`config.mk`:
```
export PLATFORM = sky130hd
export DESIGN_NAME = mux4_rr_arbiter
export DESIGN_NICKNAME = d
export VERILOG_FILES = /design/src/rtl/mux4_rr_arbiter_pkg.sv /design/src/rtl/mux4_rr_arbiter_rr_pick4.sv /design/src/rtl/mux4_rr_arbiter.sv
export SDC_FILE = /design/constraint.sdc
export NUM_CORES = 1
export LEC_CHECK = 0
export BUFFER_PORTS_ARGS = -buffer_cell sky130_fd_sc_hd__buf_4
export CORE_MARGIN = 2
export CORE_UTILIZATION = 46
export DETAILED_ROUTE_END_ITERATION = 6
export PLACE_DENSITY = 0.8
export SLEW_MARGIN = 20
export SYNTH_ARGS = -nofsm -noshare
export SYNTH_HDL_FRONTEND = slang
export SYNTH_HIERARCHICAL = 1
export SYNTH_SLANG_ARGS = --single-unit
```
`constraint.sdc`:
```
create_clock -name clk -period 1.8 [get_ports clk]
set_input_delay 0.36 -clock clk [delete_from_list [all_inputs] [get_ports clk]]
set_output_delay 0.36 -clock clk [all_outputs]
set_load 0.01 [all_outputs]
```
`src/rtl/mux4_rr_arbiter_pkg.sv`:
```
// Shared types and constants for the four-way round-robin mux arbiter.
package mux4_rr_arbiter_pkg;

  localparam int unsigned REQ_N  = 4;
  localparam int unsigned SEL_W  = 2;
  localparam int unsigned HOLD_W = 4;

  typedef enum logic {
    IDLE  = 1'b0,
    GRANT = 1'b1
  } arb_state_e;

  // One-hot grant vector for a requester index.
  function automatic logic [REQ_N-1:0] sel_onehot(input logic [SEL_W-1:0] sel);
    return REQ_N'(1) << sel;
  endfunction

endpackage

```
`src/rtl/mux4_rr_arbiter_rr_pick4.sv`:
```
// Rotating priority picker: first set request at or after start, wrapping mod 4.
module rr_pick4
  import mux4_rr_arbiter_pkg::*;
(
  input  logic [REQ_N-1:0] req,
  input  logic [SEL_W-1:0] start,
  output logic             any,
  output logic [SEL_W-1:0] idx
);

  logic [SEL_W-1:0] cand;

  // Walk offsets from farthest to nearest so the nearest set bit wins.
  always_comb begin
    any  = 1'b0;
    idx  = start;
    cand = start;
    for (int i = REQ_N - 1; i >= 0; i--) begin
      cand = SEL_W'(start + SEL_W'(i));
      if (req[cand]) begin
        any = 1'b1;
        idx = cand;
      end
    end
  end

endmodule

```
`src/rtl/mux4_rr_arbiter.sv`:
```
// Round-robin arbiter with bounded tenure driving an inline 4:1 data mux.
module mux4_rr_arbiter
  import mux4_rr_arbiter_pkg::*;
#(
  parameter int unsigned WIDTH    = 1,
  parameter int unsigned MAX_HOLD = 4
) (
  input  logic                   clk,
  input  logic                   rst_n,
  input  logic [REQ_N-1:0]       req,
  input  logic [REQ_N*WIDTH-1:0] a,
  output logic [REQ_N-1:0]       gnt,
  output logic [SEL_W-1:0]       s,
  output logic [WIDTH-1:0]       o,
  output logic                   busy
);

  localparam logic [HOLD_W-1:0] HOLD_LAST = HOLD_W'(MAX_HOLD - 1);

  arb_state_e        state_q, state_d;
  logic [SEL_W-1:0]  last_q, last_d;
  logic [HOLD_W-1:0] hold_q, hold_d;
  logic [SEL_W-1:0]  s_d;
  logic [REQ_N-1:0]  gnt_d;
  logic              busy_d;

  logic [SEL_W-1:0]  pick_start;
  logic              pick_any;
  logic [SEL_W-1:0]  pick_idx;

  // In GRANT last equals s, so one picker serves both the idle search and the rescan.
  assign pick_start = SEL_W'(last_q + SEL_W'(1));

  rr_pick4 u_pick (
    .req   (req),
    .start (pick_start),
    .any   (pick_any),
    .idx   (pick_idx)
  );

  always_ff @(posedge clk or negedge rst_n) begin
    if (!rst_n) begin
      state_q <= IDLE;
      last_q  <= SEL_W'(REQ_N - 1);
      hold_q  <= '0;
      s       <= '0;
      gnt     <= '0;
      busy    <= 1'b0;
    end else begin
      state_q <= state_d;
      last_q  <= last_d;
      hold_q  <= hold_d;
      s       <= s_d;
      gnt     <= gnt_d;
      busy    <= busy_d;
    end
  end

  always_comb begin
    state_d = state_q;
    last_d  = last_q;
    hold_d  = hold_q;
    s_d     = s;
    gnt_d   = gnt;
    busy_d  = busy;
    unique case (state_q)
      IDLE: begin
        if (pick_any) begin
          state_d = GRANT;
          last_d  = pick_idx;
          hold_d  = '0;
          s_d     = pick_idx;
          gnt_d   = sel_onehot(pick_idx);
          busy_d  = 1'b1;
        end
      end
      GRANT: begin
        if (req[s] && (hold_q < HOLD_LAST)) begin
          hold_d = hold_q + HOLD_W'(1);
        end else if (pick_any) begin
          // Current holder is scanned last, so it only wins when alone.
          last_d = pick_idx;
          hold_d = '0;
          s_d    = pick_idx;
          gnt_d  = sel_onehot(pick_idx);
        end else begin
          state_d = IDLE;
          hold_d  = '0;
          gnt_d   = '0;
          busy_d  = 1'b0;
        end
      end
      default: begin
        state_d = IDLE;
        gnt_d   = '0;
        busy_d  = 1'b0;
      end
    endcase
  end

  // Output mux follows a combinationally within a tenure; zero when idle.
  always_comb begin
    o = '0;
    if (busy) begin
      o = a[32'(s) * WIDTH +: WIDTH];
    end
  end

endmodule

```
Yosys cells after proc, flatten, opt, wreduce, memory -nomap -nowiden

Cells that the tools add are included.

Memory bits (writable): 0
Bits in read-only memories: 0
Bits of input ports: 10
Logic and storage cells: 65
Bits in latches: 0
Register bits after elaboration: 14
Output and inout port bits: 8
Memories kept: 0

Reductions and logical operators: 3
Add/sub/neg operators: 5
Multipliers: 0
$lt $le $gt $ge: 6
Eq/ne operators: 3
Divide/modulo/power cells: 0
Shift operators: 2
Bitwise logic cells: 1
Muxes and demuxes: 39

Operator list:

| operator                                                             | count |
|---|---|
| 4-bit two-way mux                                                    | 5 |
| 2-bit two-way mux                                                    | 8 |
| 4-bit one-hot mux with 2 select lines                                | 2 |
| 2-bit by 3-bit < comparator with 1-bit output, second input constant | 5 |
| 1-bit two-way mux                                                    | 15 |
| 1-bit binary-select mux with 2-bit select                            | 5 |
| 2-bit one-hot mux with 2 select lines                                | 2 |
| 2-bit != test, second input constant                                 | 3 |
| 2-bit by 1-bit adder with 2-bit output, second input constant        | 2 |
| 2-bit adder, second input constant                                   | 2 |
| 4-bit by 1-bit adder with 4-bit output, second input constant        | 1 |
| 4-bit by 2-bit < comparator with 1-bit output, second input constant | 1 |
| 1-bit one-hot mux with 2 select lines                                | 2 |
| 4-bit by 3-bit variable part select with 1-bit output                | 1 |
| 1-bit by 2-bit << shifter with 4-bit output, first input constant    | 1 |
| 3-bit AND reduction                                                  | 1 |
| 2-bit AND reduction                                                  | 1 |
| 1-bit logical AND                                                    | 1 |
| 1-bit inverter                                                       | 1 |

Longest topological paths before layout

Gate-level depths: netlist (run 1).

Depth after elaboration: 12
Depth in mapped cells: 6
Mapped depth without buffers: 6

Hierarchy

The synthesis (run 1) kept the hierarchy.

By module, submodules not included:

| module          | instances | area an instance (µm²) | cells each | sequential area each (µm²) |
|---|---|---|---|---|
| mux4_rr_arbiter | 1         | 661.9                  | 49         | 352.8 |
| rr_pick4        | 1         | 100.1                  | 16         | 0.0 |

Worst setup path after synthesis (run 1)

Ideal clock, no wire load.

Kind: reg2reg
Start point: reg last_q[0]
End point: reg gnt[0]
Stages on the path, launching flop included: 7
Path slack: 0.036 ns
Buffers on the path: 0
Arrival: 1.643 ns
Clock period less this slack: 1.764 ns
Path through: dfstp_2 xor2_1 and3b_1 or4_1 nand2_1 inv_1 a32o_1

Word-level cells in the longest chain between the ends: 12
Elaborated cells between the ends (all ways): 27
Classes of those cells: 4 x add/sub; 1 x eq/ne; 1 x shift; 20 x mux; 1 x reduce/logical

Ends and longest elaborated chain:

| what                                          | line                           | RTL |
|---|---|---|
| from (decl)                                   | mux4_rr_arbiter.sv:21          | `logic [SEL_W-1:0] last_q, last_d;` |
| from (signal assigned)                        | mux4_rr_arbiter.sv:44          | `last_q <= SEL_W'(REQ_N - 1);` |
| from (signal assigned)                        | mux4_rr_arbiter.sv:51          | `last_q <= last_d;` |
| 2-bit by 1-bit adder with 2-bit output *      | mux4_rr_arbiter.sv:32          | `assign pick_start = SEL_W'(last_q + SEL_W'(1));` |
| named net pick_start[1]                       | mux4_rr_arbiter.sv:27          | `logic [SEL_W-1:0] pick_start;` |
| 2-bit adder                                   | mux4_rr_arbiter_rr_pick4.sv:19 | `cand = SEL_W'(start + SEL_W'(i));` |
| 1-bit binary-select mux with 2-bit select     | mux4_rr_arbiter_rr_pick4.sv:20 | `if (req[cand]) begin` |
| 1-bit two-way mux (not written as such)       | mux4_rr_arbiter_rr_pick4.sv:20 |  |
| 2-bit two-way mux (3 in a row)                | mux4_rr_arbiter_rr_pick4.sv:20 |  |
| 2-bit two-way mux *                           | mux4_rr_arbiter_rr_pick4.sv:20 |  |
| named net pick_idx[1]                         | mux4_rr_arbiter.sv:29          | `logic [SEL_W-1:0] pick_idx;` |
| 1-bit by 2-bit << shifter with 4-bit output * | mux4_rr_arbiter_pkg.sv:15      | `return REQ_N'(1) << sel;` |
| 4-bit two-way mux                             | mux4_rr_arbiter.sv:80          | `end else if (pick_any) begin` |
| 4-bit two-way mux                             | mux4_rr_arbiter.sv:78          | `if (req[s] && (hold_q < HOLD_LAST)) begin` |
| 4-bit one-hot mux with 2 select lines *       | mux4_rr_arbiter.sv:66          | `unique case (state_q)` |
| to (signal assigned)                          | mux4_rr_arbiter.sv:54          | `gnt <= gnt_d;` |
| to (decl)                                     | mux4_rr_arbiter.sv:12          | `output logic [REQ_N-1:0] gnt,` |

The timed path passes the listed nets; every way through them passes the cells marked *. The select of a mux whose other input is x is not followed.
A chain may end at the register's enable or synchronous reset.

Worst setup path after layout (run 1)

Start point: reg last_q[1]
End point: reg gnt[1]

Same word-level chain as after synthesis.

==> results_dict.tcl, run 1 <==
set metrics [dict create \
    drc 0 \
    setup_slack_ps 16.1 \
    required_ps 1960 \
    routed_via_density 5.64 \
    clk_latency_ps 270 \
    initial_utilization_pct 50.0 \
    synth_top_family_by_area "simple AND/OR/NAND/NOR gates" \
    fin_nets 105 \
    path_class "reg -> reg" \
    cts.sinks 14 \
    syn_avg_cell_area_um2 11.7 \
    netlist_area_um2 762 \
    drtAntennaViolNets 0 \
    fmax_mhz 561 \
    synthAdderAreaFrac_pct 3.28 \
    num_rows 14 \
    grt_max_degree 15 \
    slew_viol_final 0 \
    track_usage_pct 17.9 \
    synth_compound_gate_area_share_pct 14.6 \
    r2r-start "last_q[1]" \
    htreeDepth 1 \
    num_antenna_cells 0 \
    hold_path_class "in -> async" \
    status "completed" \
    core_um2 1520 \
    reg2regPathDepth 6 \
    io_pins 18 \
    die-area_um2 2000 \
    end_kind "flop" \
    final_util_pct 66.1 \
    grt_pass1_vias 600 \
    netlist_top_cells_area "dfrtp_1 (39%), dfstp_2 (6.9%), a32o_1 (5.3%)" \
    p_total_mw 1.69 \
    worst_pin_slew_ps 294 \
    period_needed_ps 1780 \
    cts_tree "yes" \
    min_period_over_period_pct 99.1 \
    place_congestion 0.789 \
    die_w_um 44.7 \
    ir_drop_uv 934 \
    yosysSeqAreaShare_pct 46.3 \
    antenna_found_initial 0 \
    finalSetupTns_ps 0 \
    timing.hold.ws_ps 462 \
    finalHoldViolCount 0 \
    wl_um 1490 \
    ys_warn_count 6 \
    crit_arrival_ps 1950 \
    synthXorXnorAreaFrac_pct 1.15 \
    stdcell_count 108 \
    synth_top_area_cell "dfrtp_1" \
    clk_pin_slew_ps 80 \
    grt_pass1_wl_um 2580 \
    firstDrtPassIters 4 \
    die_y_um 44.7 \
    reg2reg_setup_slack_ps 20 \
    clock-root-buffer "clkbuf_4" \
    synth-seq-cells 14 \
    setup_violations 0 \
    rsz0062_at_grt "true" \
    clock_skew_ps 6.04 \
    slew_headroom_pct 80.3 \
    cp-start-kind "flop" \
    synthCells 65 \
    overflow 0 \
    wire_per_inst_um 13.8 \
    placed_area_um2 932 \
    portBuffers 17 \
    dp_hpwl_um 1150 \
    power_density_nw_per_um2 1680 \
    synth_mux_area_share_pct 13.5 \
    rr_endpoint "gnt[1]" \
    maxCapViolCount 0 \
    placed_cells 101 \
    initialDrtViolationCount 10 \
    cts_max_path_buffers 2 \
    fin_area_um2 1010 \
    synthDistinctLibCells 27 \
    netlist.area_leader.share_pct 39.4 \
    syn2layout_area_growth_pct 32.2 \
    path_max_fanout 5 \
    vias 609 \
    cts_buffers 3 \
    synth-simple-area-share_pct 18.2 \
    pre_cts_ws_ps 4.65 \
    syn_nets 77 \
    p_leak_nw 0.513 \
    layout-drive-gt1-share_pct 47.8 \
]
-- routing by layer --
layer | wire, µm | share of wire (%) | global-route usage, %
met5 | 0 | 0 | 0
met4 | 0 | 0 | 3.64
met3 | 76 | 5.1 | 6.40
met2 | 777 | 52 | 31.0
met1 | 636 | 43 | 21.4
-- synth_stat cells, drive strengths merged --
library cell	instances
nand2	7
a22o	1
a21oi	2
or4	1
and3b	1
nor4b	1
nand3	2
inv	6
and2	3
a32o	4
ha	2
and2b	3
mux2	3
mux2i	2
or2	1
xor2	1
nor2	2
o221a	1
dfrtp	12
dfstp	2
o21ai	4
nor3	1
mux4	2
a2bb2oi	1
-- power by group --
part	leakage, nW	internal, mW	switching [mW]
logic	0.329	0.553	0.418
registers	0.169	0.446	0.0898
clock network	0.0150	0.0858	0.0963
-- sequential cells by signal (all words and copies together) (netlist names) --
name / cells
busy: 1
hold_q: 4
s: 2
state_q: 1
last_q: 2
gnt: 4
-- critical path, cell delays in order, from the launching register on --
cell and delay [ps]:
dfstp_2 570, xor2_2 100, and3b_1 180, or4_4 470, nand2_2 80, inv_2 40, a32o_1 230
-- repair_timing --
item,CTS,global route
setup buffers,1,1
endpoints found under the setup margin,3,9
gates resized for setup,3,6
pin swaps,1,3
endpoints found under the hold margin,12,0
hold buffers,1,0
-- cells in the final DEF (no fill, tap or decap), drive strengths merged, types with 2 or more instances in the layout --
cell type,count
dfstp,2
and2b,3
nor2,2
nand2,7
a21oi,2
inv,6
buf,22
nand3,2
ha,2
and2,3
mux4,2
clkbuf,4
dfrtp,12
o21ai,4
a32o,4
mux2,3
mux2i,2
-- kinds of logic (layout without fill, tap and decap cells) --
group,Yosys count,after routing
AO/OA/AOI/OAI,13,13
XOR/XNOR,1,1
adder cells (fa/ha/maj),2,2
buffers and inverters,6,33
flip-flops,14,14
multiplexers,7,7
AND/OR/NAND/NOR,22,22
-- worst max-delay path by stage --
stage              start         to  slack [ps]
6_report       last_q[1]     gnt[1]          20
5_1_grt             s[0]  last_q[1]         -50
4_1_cts        last_q[1]     gnt[1]           2
3_5_place_dp   last_q[1]     gnt[1]           5
3_3_place_gp   last_q[1]     gnt[0]          60
2_1_floorplan  last_q[0]     gnt[0]          40
-- layout make-up --
class	instances	area (µm²)
Fill cell	115	517
Sequential cell	14	353
Inverter	6	22.5
Tap cell	16	20.0
Timing Repair Buffer	23	179
Multi-Input combinational cell	45	407
Clock buffer	4	26.3
Power figures use the tool's default switching activity.
==> inputs of run 2 (changes only) <==
- CELL_PAD_IN_SITES_DETAIL_PLACEMENT: default -> 0
- CELL_PAD_IN_SITES_GLOBAL_PLACEMENT: default -> 1
- CORE_MARGIN: 2 -> 4
- CORE_UTILIZATION: 46 -> 36
- PLACE_DENSITY: 0.8 -> 0.79
==> results_dict.tcl, run 2 (same netlist as run 1, synthesis figures left out) <==
set metrics [dict create \
    status "completed" \
    vias 604 \
    portBuffers 17 \
    placed_cells 113 \
    die_y_um 54.0 \
    wire_per_inst_um 13.8 \
    use_met3_pct 5.54 \
    worst_pin_slew_ps 300 \
    die-area_um2 2920 \
    track_usage_pct 13.6 \
    dp_hpwl_um 1230 \
    path_max_fanout 2 \
    timing.hold.ws_ps 453 \
    clock_skew_ps 8.74 \
    required_ps 1440 \
    layout_commonest_cell "buf_4" \
    power_density_nw_per_um2 1650 \
    layout_common_cells "buf_4 (22), dfrtp_1 (12), inv_1 (6), nand2_1 (6)" \
    fillers 195 \
    overflow 0 \
    grt_use_met2_pct 24.0 \
    reg2reg_setup_slack_ps 50 \
    syn2layout_area_growth_pct 34.0 \
    drc 0 \
    setup_violations 0 \
    cts_max_path_buffers 2 \
    period_needed_ps 1790 \
    clk_pin_slew_ps 90 \
    routed_via_density 5.03 \
    finalHoldViolCount 0 \
    largestRegisters "gnt x4, hold_q x4" \
    firstDrtPassIters 3 \
    critPathSlowestCell "mux4_2" \
    path_class "reg -> out" \
    grt_pass1_wl_um 2820 \
    antenna_found_initial 0 \
    slew_headroom_pct 79.9 \
    grt_max_degree 15 \
    grt_pass1_vias 638 \
    cts.sinks 14 \
    ir_drop_uv 1050 \
    min_period_over_period_pct 99.2 \
    clk_latency_ps 280 \
    use_met1_pct 15.4 \
    p_leak_nw 0.511 \
    core_um2 1980 \
    end_kind "output pin" \
    maxCapViolCount 0 \
    crit_arrival_ps 1430 \
    htreeDepth 1 \
    grt.busiest_layer "met2" \
    num_rows 16 \
    cts_tree "yes" \
    initial_utilization_pct 38.4 \
    cp-start-kind "flop" \
    layout-drive-gt1-share_pct 47.3 \
    worstPathCellList "mux4_2 -> and2_4 -> buf_6" \
    rsz0062_at_grt "true" \
    clock-root-buffer "clkbuf_4" \
    io_pins 18 \
    slew_viol_final 0 \
    wl_um 1660 \
    drtAntennaViolNets 0 \
    hold_path_class "in -> async" \
    r2r-start "s[0]" \
    place_congestion 0.811 \
    cts_buffers 3 \
    rr_endpoint "s[0]" \
    initialDrtViolationCount 6 \
    fmax_mhz 560 \
    reg2regPathDepth 4 \
    die_w_um 54.0 \
    stdcell_count 120 \
    fin_nets 106 \
    slowest_delay_ps 500 \
    num_antenna_cells 0 \
]
## run 2: worst max path at each step
stage / from / endpoint / depth (start not counted)
floorplan: last_q[0] / gnt[0] / 6
global placement: last_q[0] / gnt[1] / 6
detailed placement: last_q[1] / gnt[1] / 6
CTS: s[0] / o / 3
global route: s[0] / o / 3
finish: s[0] / o / 3
## run 2: routing by layer
| metal | part of all wire [%] | up-vias | wire length (µm) |
|---|---|---|---|
| met5 | 0 | - | 0 |
| met4 | 0.60 | 0 | 10 |
| met3 | 5.2 | 2 | 86 |
| met2 | 52 | 11 | 868 |
| met1 | 42 | 299 | 696 |
| li1 | - | 292 | - |
## run 2: what timing repair did
action	CTS	global route
setup buffers	1	1
endpoints found under the hold margin	12	0
gates resized for setup	4	2
pin swaps	1	4
hold buffers	1	0
setup endpoints to repair	3	9
## run 2: metrics by stage
stage / total power [mW] / utilization [%] / area, µm² / setup TNS [ps] / setup WS [ps]
finish: 1.69 / 51.5 / 1020 / 0 / 14.7
detailed placement: 1.41 / 48.1 / 953 / -5.70 / -5.70
global route: 1.82 / 51.5 / 1020 / -109 / -35.2
CTS: 1.68 / 50.8 / 1010 / 0 / 4.74
global placement: 1.40 / 48.1 / 953 / 0 / 51.4
floorplan: 1.07 / - / 762 / 0 / 35.9
## run 2: final cells by class
type | instances | area (µm²) | area share (%)
clock buffer | 4 | 26.3 | 2.57
inverter | 6 | 22.5 | 2.21
sequential | 14 | 353 | 34.6
multi-input combinational | 45 | 399 | 39.1
tap | 27 | 33.8 | 3.31
timing repair buffer | 24 | 186 | 18.3
## run 2: power breakdown
part	internal (mW)	total (mW)	switching, mW	leakage (nW)
sequential	0.446	0.533	0.0867	0.169
combinational	0.545	0.966	0.421	0.327
clock	0.0859	0.186	0.100	0.0150
## run 2: worst max-delay path: cells and delay by family (launching register included)
kind / cells / cell delay (ps)
and+or+nand+nor: 1 / 150
muxes: 1 / 500
DFF: 1 / 390
buffers and inverters: 1 / 110
